<file path="config.mk">
export PLATFORM = sky130hd
export DESIGN_NAME = comp_mult_flat
export DESIGN_NICKNAME = d
export VERILOG_FILES = /design/src/rtl/comp_mult_if.sv /design/src/rtl/comp_mult.sv /design/src/flat_wrapper.sv
export SDC_FILE = /design/constraint.sdc
export NUM_CORES = 1
export LEC_CHECK = 0
export BUFFER_PORTS_ARGS = -buffer_cell sky130_fd_sc_hd__clkbuf_2
export CORE_ASPECT_RATIO = 0.75
export CORE_UTILIZATION = 40
export DETAILED_ROUTE_END_ITERATION = 10
export GPL_TIMING_DRIVEN = 0
export PLACE_DENSITY = 0.6
export SYNTH_ARGS = -nofsm -noshare
export SYNTH_HDL_FRONTEND = slang
export SYNTH_SLANG_ARGS = --single-unit
</file>
<file path="constraint.sdc">
create_clock -name clk -period 9.7 [get_ports clk]
set_clock_uncertainty 0.1 [all_clocks]
set_input_delay 0 -clock clk [delete_from_list [all_inputs] [get_ports clk]]
set_output_delay 0 -clock clk [all_outputs]
set_load 0.05 [all_outputs]
</file>
<file path="src/rtl/comp_mult_if.sv">
// Operand/result handshake bundle for comp_mult: valid/ready on both sides.
// op_data = {x1,y1,x2,y2}; res_data = {xr,yr}, each result field 2*DWIDTH+2 bits.
interface comp_mult_if #(
    parameter int DWIDTH = 8
);
    logic                    op_val;
    logic                    op_rdy;
    logic [4*DWIDTH-1:0]     op_data;
    logic                    res_val;
    logic                    res_rdy;
    logic [4*(DWIDTH+1)-1:0] res_data;

    modport master (
        output op_val, op_data, res_rdy,
        input  op_rdy, res_val, res_data
    );

    modport slave (
        input  op_val, op_data, res_rdy,
        output op_rdy, res_val, res_data
    );
endinterface

</file>
<file path="src/rtl/comp_mult.sv">
// Signed complex multiply (x1 + j*y1) * (x2 + j*y2) using NO_MULT multipliers; one op in flight.
// Latency: res_val first high 4/NO_MULT cycles after the accept cycle; result held until res_rdy.
// Backpressure: op_rdy only in IDLE; with COMP_MULT_BACK2BACK_EN also in DONE when res_rdy is high.
module comp_mult #(
    parameter int DWIDTH  = 8,
    parameter int NO_MULT = 4
) (
    input  logic       clk,
    input  logic       rst_n,
    input  logic       sw_rst,
    comp_mult_if.slave bus
);
    localparam int N  = (NO_MULT == 4) ? 1 : (NO_MULT == 2) ? 2 : 4;
    localparam int PW = 2 * DWIDTH;
    localparam int AW = 2 * DWIDTH + 2;

    if (NO_MULT != 1 && NO_MULT != 2 && NO_MULT != 4) begin : g_bad_no_mult
        $fatal(1, "%m: NO_MULT=%0d is illegal, must be 1, 2 or 4", NO_MULT);
    end

    typedef enum logic [1:0] {IDLE, CALC, DONE} state_t;

    state_t                  state;
    logic                    op_rdy_q;
    logic                    res_val_q;
    logic [1:0]              cnt;
    logic [4*DWIDTH-1:0]     op_q;
    logic signed [AW-1:0]    acc_x, acc_y;
    logic [2*AW-1:0]         res_q;

    logic                    accept;
    logic                    advance;
    logic                    last;
    logic [1:0]              step;
    logic [4*DWIDTH-1:0]     src;
    logic signed [DWIDTH-1:0] x1, y1, x2, y2;
    logic signed [PW-1:0]    prod [NO_MULT];
    logic [1:0]              pidx [NO_MULT];
    logic signed [AW-1:0]    nxt_x, nxt_y;

`ifdef COMP_MULT_BACK2BACK_EN
    assign bus.op_rdy = op_rdy_q | (res_val_q & bus.res_rdy);
`else
    assign bus.op_rdy = op_rdy_q;
`endif
    assign bus.res_val  = res_val_q;
    assign bus.res_data = res_q;

    // The accept edge is the first product step, so operands come straight from the bus then.
    assign accept  = bus.op_val & bus.op_rdy;
    assign advance = accept | (state == CALC);
    assign step    = accept ? 2'd0 : cnt;
    assign last    = (step == 2'(N - 1));
    assign src     = accept ? bus.op_data : op_q;

    assign x1 = src[4*DWIDTH-1 -: DWIDTH];
    assign y1 = src[3*DWIDTH-1 -: DWIDTH];
    assign x2 = src[2*DWIDTH-1 -: DWIDTH];
    assign y2 = src[DWIDTH-1:0];

    // Lane j at step s computes product index s*NO_MULT + j: p0=x1*x2, p1=y1*y2, p2=x1*y2, p3=y1*x2.
    for (genvar j = 0; j < NO_MULT; j++) begin : g_lane
        logic signed [DWIDTH-1:0] ma, mb;

        assign pidx[j] = 2'(int'(step) * NO_MULT + j);

        always_comb begin
            case (pidx[j])
                2'd0:    begin ma = x1; mb = x2; end
                2'd1:    begin ma = y1; mb = y2; end
                2'd2:    begin ma = x1; mb = y2; end
                default: begin ma = y1; mb = x2; end
            endcase
        end

        assign prod[j] = ma * mb;
    end

    always_comb begin
        nxt_x = accept ? '0 : acc_x;
        nxt_y = accept ? '0 : acc_y;
        for (int j = 0; j < NO_MULT; j++) begin
            case (pidx[j])
                2'd0:    nxt_x = nxt_x + AW'(prod[j]);
                2'd1:    nxt_x = nxt_x - AW'(prod[j]);
                default: nxt_y = nxt_y + AW'(prod[j]);
            endcase
        end
    end

    always_ff @(posedge clk or negedge rst_n) begin
        if (!rst_n) begin
            state     <= IDLE;
            op_rdy_q  <= 1'b1;
            res_val_q <= 1'b0;
            cnt       <= 2'd0;
            op_q      <= '0;
            acc_x     <= '0;
            acc_y     <= '0;
            res_q     <= '0;
        end else if (sw_rst) begin
            state     <= IDLE;
            op_rdy_q  <= 1'b1;
            res_val_q <= 1'b0;
            cnt       <= 2'd0;
            op_q      <= '0;
            acc_x     <= '0;
            acc_y     <= '0;
            res_q     <= '0;
        end else if (advance) begin
            if (accept) begin
                op_q <= bus.op_data;
            end
            op_rdy_q <= 1'b0;
            if (last) begin
                state     <= DONE;
                res_val_q <= 1'b1;
                cnt       <= 2'd0;
                res_q     <= {nxt_x, nxt_y};
            end else begin
                state     <= CALC;
                res_val_q <= 1'b0;
                cnt       <= step + 2'd1;
                acc_x     <= nxt_x;
                acc_y     <= nxt_y;
            end
        end else if (state == DONE && bus.res_rdy) begin
            state     <= IDLE;
            res_val_q <= 1'b0;
            op_rdy_q  <= 1'b1;
        end
    end
endmodule

</file>
<file path="src/flat_wrapper.sv">
// flat-port wrapper written by rule: the top's interface ports become plain ports
module comp_mult_flat 
#(
    parameter int DWIDTH  = 8,
    parameter int NO_MULT = 4
)
  (clk, rst_n, sw_rst, bus_op_val, bus_op_data, bus_res_rdy, bus_op_rdy, bus_res_val, bus_res_data);
  comp_mult_if #(.DWIDTH(DWIDTH)) bus_i ();
  input  logic clk;
  input  logic rst_n;
  input  logic sw_rst;
  input wire logic [$bits(bus_i.op_val)-1:0] bus_op_val;
  input wire logic [$bits(bus_i.op_data)-1:0] bus_op_data;
  input wire logic [$bits(bus_i.res_rdy)-1:0] bus_res_rdy;
  output wire logic [$bits(bus_i.op_rdy)-1:0] bus_op_rdy;
  output wire logic [$bits(bus_i.res_val)-1:0] bus_res_val;
  output wire logic [$bits(bus_i.res_data)-1:0] bus_res_data;
  assign bus_i.op_val = bus_op_val;
  assign bus_i.op_data = bus_op_data;
  assign bus_i.res_rdy = bus_res_rdy;
  assign bus_op_rdy = bus_i.op_rdy;
  assign bus_res_val = bus_i.res_val;
  assign bus_res_data = bus_i.res_data;
  comp_mult #(.DWIDTH(DWIDTH), .NO_MULT(NO_MULT)) u_core (.clk(clk), .rst_n(rst_n), .sw_rst(sw_rst), .bus(bus_i));
endmodule
</file>
==> flow_summary.toml <==
[outcome]
status = "complete, no violations"

[floorplan]
ioPinCount = 75
coreArea_mm2 = 0.0422
die_area_mm2 = 0.0438
start_util_pct = 40.7
rows = 65
fp.dieW_um = 241
dieHeight_um = 181

[synth]
yosys.area_share.simple_pct = 13.6
synth_compound_area_share_pct = 10.4
ys_ff_latch = 109
synth_area_mm2 = 0.0172
yosysSeqAreaShare_pct = 15.9
synth_cells = 1910
synth_top_family_by_area = "adder cells"
yosysMostFrequentCell = "inv_1"
async_flop_share_pct = 100
synth_edf_count = 0
synthFlopType = "dfrtp_1"
synthDistinctLibCells = 69
synth_mux_area_share_pct = 3.63
synth_fa_ha_area_share_pct = 42.2
synth_top_area_cell = "fa_1"
synth_commonest_cells = "335 x inv_1, 248 x fa_1, 245 x nor2_1, 186 x nand2_1, 182 x ha_1"
yosys_warnings = 0
syn-num-nets = 2377
syn_avg_cell_area_um2 = 8.99
synthTopCellsByArea = "fa_1 29%, dfrtp_1 16%, ha_1 13%, inv_1 7.3%, nor2_1 5.4%"
synth-xor-area-share_pct = 5.48
synthDominantCellAreaShare_pct = 28.9

[pwr]
p_per_area_mw_per_mm2 = 231
ir_drop_mv = 0.281
p_leak_uw = 0.00921

[cts]
cts.path.max_buffers = 2
htree_levels = 3
path_clk_slew_ns = 0.09
clock-root-buffer = "clkbuf_16"
cts_buffers = 9
clock_sinks = 109
post_cts_buffers = 0
insertion_delay_ns = 0.38
cts_tree = "built"

[sta]
drv_slew = 0
min_period_over_period_pct = 94.9
final_hold_viol_count = 0
rsz0062_at_grt = "no"
tightest_slew_ns = 1.31
setup_violations = 0
fmax_mhz = 109
maxSlewHeadroom_pct = 9.99
min_period_ns = 9.20
setup_slack_ns = 0.496

[grt]
grt_pass1_vias = 13469
antenna_found_initial = 0
overflow = 0
grt_first_pass_wirelength_mm = 77.6
grt_max_degree = 78
grt_usage_pct = 23.4

[final_layout]
area_delta_synth_final_pct = 9.32
nNetsFinal = 2472
n_fill_cell = 4106
antenna_cells = 0
final_layout_size_suffix_gt1_share_pct = 8.11
final_core_util_pct = 44.5

[worst_setup_path]
path_buf_inv = 3
arrival_ns = 9.33
crit_fanout = 10
cpMaxStageDelayCell = "mux2i_1"
cp-end-kind = "flip-flop"
slowest_delay_ns = 0.93
crit_family = "adder cells"
worstPathRequired_ns = 9.83
worstSetupStartpointType = "flip-flop"
criticalPathCategory = "reg -> reg"

[route]
wl_met2_mm = 22.5
wirelength_mm = 49.0
met3_wirelength_mm = 2.55
drc_errors = 0
drt_first_iter_violations = 855
wl_met1_mm = 23.0
antenna_left = 0
via_count = 13327
avgViaCountPerCell = 5.17
first_pass_iters = 5
route.top_layer_used = "met4"
routedWlPerCell_um = 19.0

[job]
cap_violations = 0

[hold_path]
min_path_type = "in -> reg"

[placed_design]
post-dp-hpwl_mm = 41.6
post-place-ws_ns = -0.611
gp_congestion = 0.935
io_buffers = 74
[repair_timing]
action	in CTS	in global routing
gates resized for setup	10	22
endpoints found under the setup margin	18	5
hold endpoints to repair	115	0
hold buffers	10	0
[final cells by class]
type / count / area (µm²) / share of cell area [%]
Sequential cell: 109 / 2730 / 14.5
Multi-Input combinational cell: 1404 / 13000 / 69.1
Timing Repair Buffer: 85 / 507 / 2.70
Clock inverter: 7 / 95.1 / 0.506
Tap cell: 569 / 712 / 3.79
Buffer: 61 / 278 / 1.48
Clock buffer: 9 / 225 / 1.20
Inverter: 335 / 1260 / 6.70
[registers in the layout, summed over array words and instances, names as in the netlist]
| register | flops |
|---|---|
| u_core.acc_x | 18 |
| u_core.acc_y | 18 |
| u_core.bus.op_rdy | 1 |
| u_core.bus.res_data | 36 |
| u_core.bus.res_val | 1 |
| u_core.cnt | 2 |
| u_core.op_q | 32 |
| u_core.state | 1 |
[stage by stage]
| stage | cells | hold slack, ns | instance area, µm² | power [µW] | setup TNS (ns) |
|---|---|---|---|---|---|
| after floorplan | 1910 | -0.396 | 17200 | 3060 | 0 |
| after global placement | 2553 | 0.214 | 18300 | 3860 | -3.04 |
| after detailed placement | 2554 | -0.150 | 18300 | 3900 | -3.25 |
| after CTS | 2579 | 0.0297 | 18700 | 4350 | 0 |
| after global routing | 2579 | 0.0598 | 18800 | 4730 | 0 |
| final | 2579 | 0.0459 | 18800 | 4330 | 0 |
[worst paths after layout]
kind,startpoint,endpoint,slack (ns),cells after the start
worst max register to register,u_core.bus.op_rdy,u_core.acc_y[17],0.50,30
worst max-delay path,u_core.bus.op_rdy,u_core.acc_y[17],0.50,30
max in group asynchronous,rst_n,u_core.op_q[19],7.57,4
worst min-delay path,sw_rst,u_core.op_q[15],0.05,3
worst min register to register,u_core.acc_y[6],u_core.acc_y[6],0.37,2
min in group asynchronous,rst_n,u_core.op_q[14],0.51,3
[logic make-up after synthesis]
| family | count (synthesis) |
|---|---|
| fa+ha+maj | 430 |
| mux | 59 |
| buf+inv | 397 |
| simple gates | 548 |
| compound gates | 262 |
| flops | 109 |
| xor+xnor | 105 |
[tightest hold or removal path: stages]
cell,delay (ns)
clkbuf_2,0.19
buf_6,0.22
nor2b_1,0.06
[where the power goes]
part           internal [µW]  switching (µW)  total [µW]
combinational           1270            2080        3350
sequential               527            34.7         561
clock                    210             209         419
total                   2010            2320        4330
[per-layer routing]
metal | GRT usage [%] | vias to the layer above
met3 | 3.27 | 52
li1 | - | 6252
met2 | 36.8 | 341
met4 | 4.89 | 0
met1 | 34.0 | 6682
met5 | 0 | -
[layout by cell type, fill, tap and decap left out, types with 6 or more instances in the layout]
cell type,n
a211oi_1,6
a21boi_0,8
a21o_1,18
a21oi_1,77
a22o_1,14
and2_1,29
and3_1,6
clkbuf_1,45
clkbuf_16,9
clkbuf_2,82
dfrtp_1,108
dlygate4sd3_1,10
fa_1,248
ha_1,182
inv_1,335
mux2_2,26
mux2i_1,26
nand2_1,186
nand2b_1,14
nand3_1,8
nor2_1,244
nor2b_1,6
nor3_1,18
o21a_1,17
o21ai_0,41
o21bai_1,13
o31ai_1,28
or2_2,11
or3_1,6
xnor2_1,83
xor2_1,20
No activity file was read; power rests on OpenSTA's default activity.
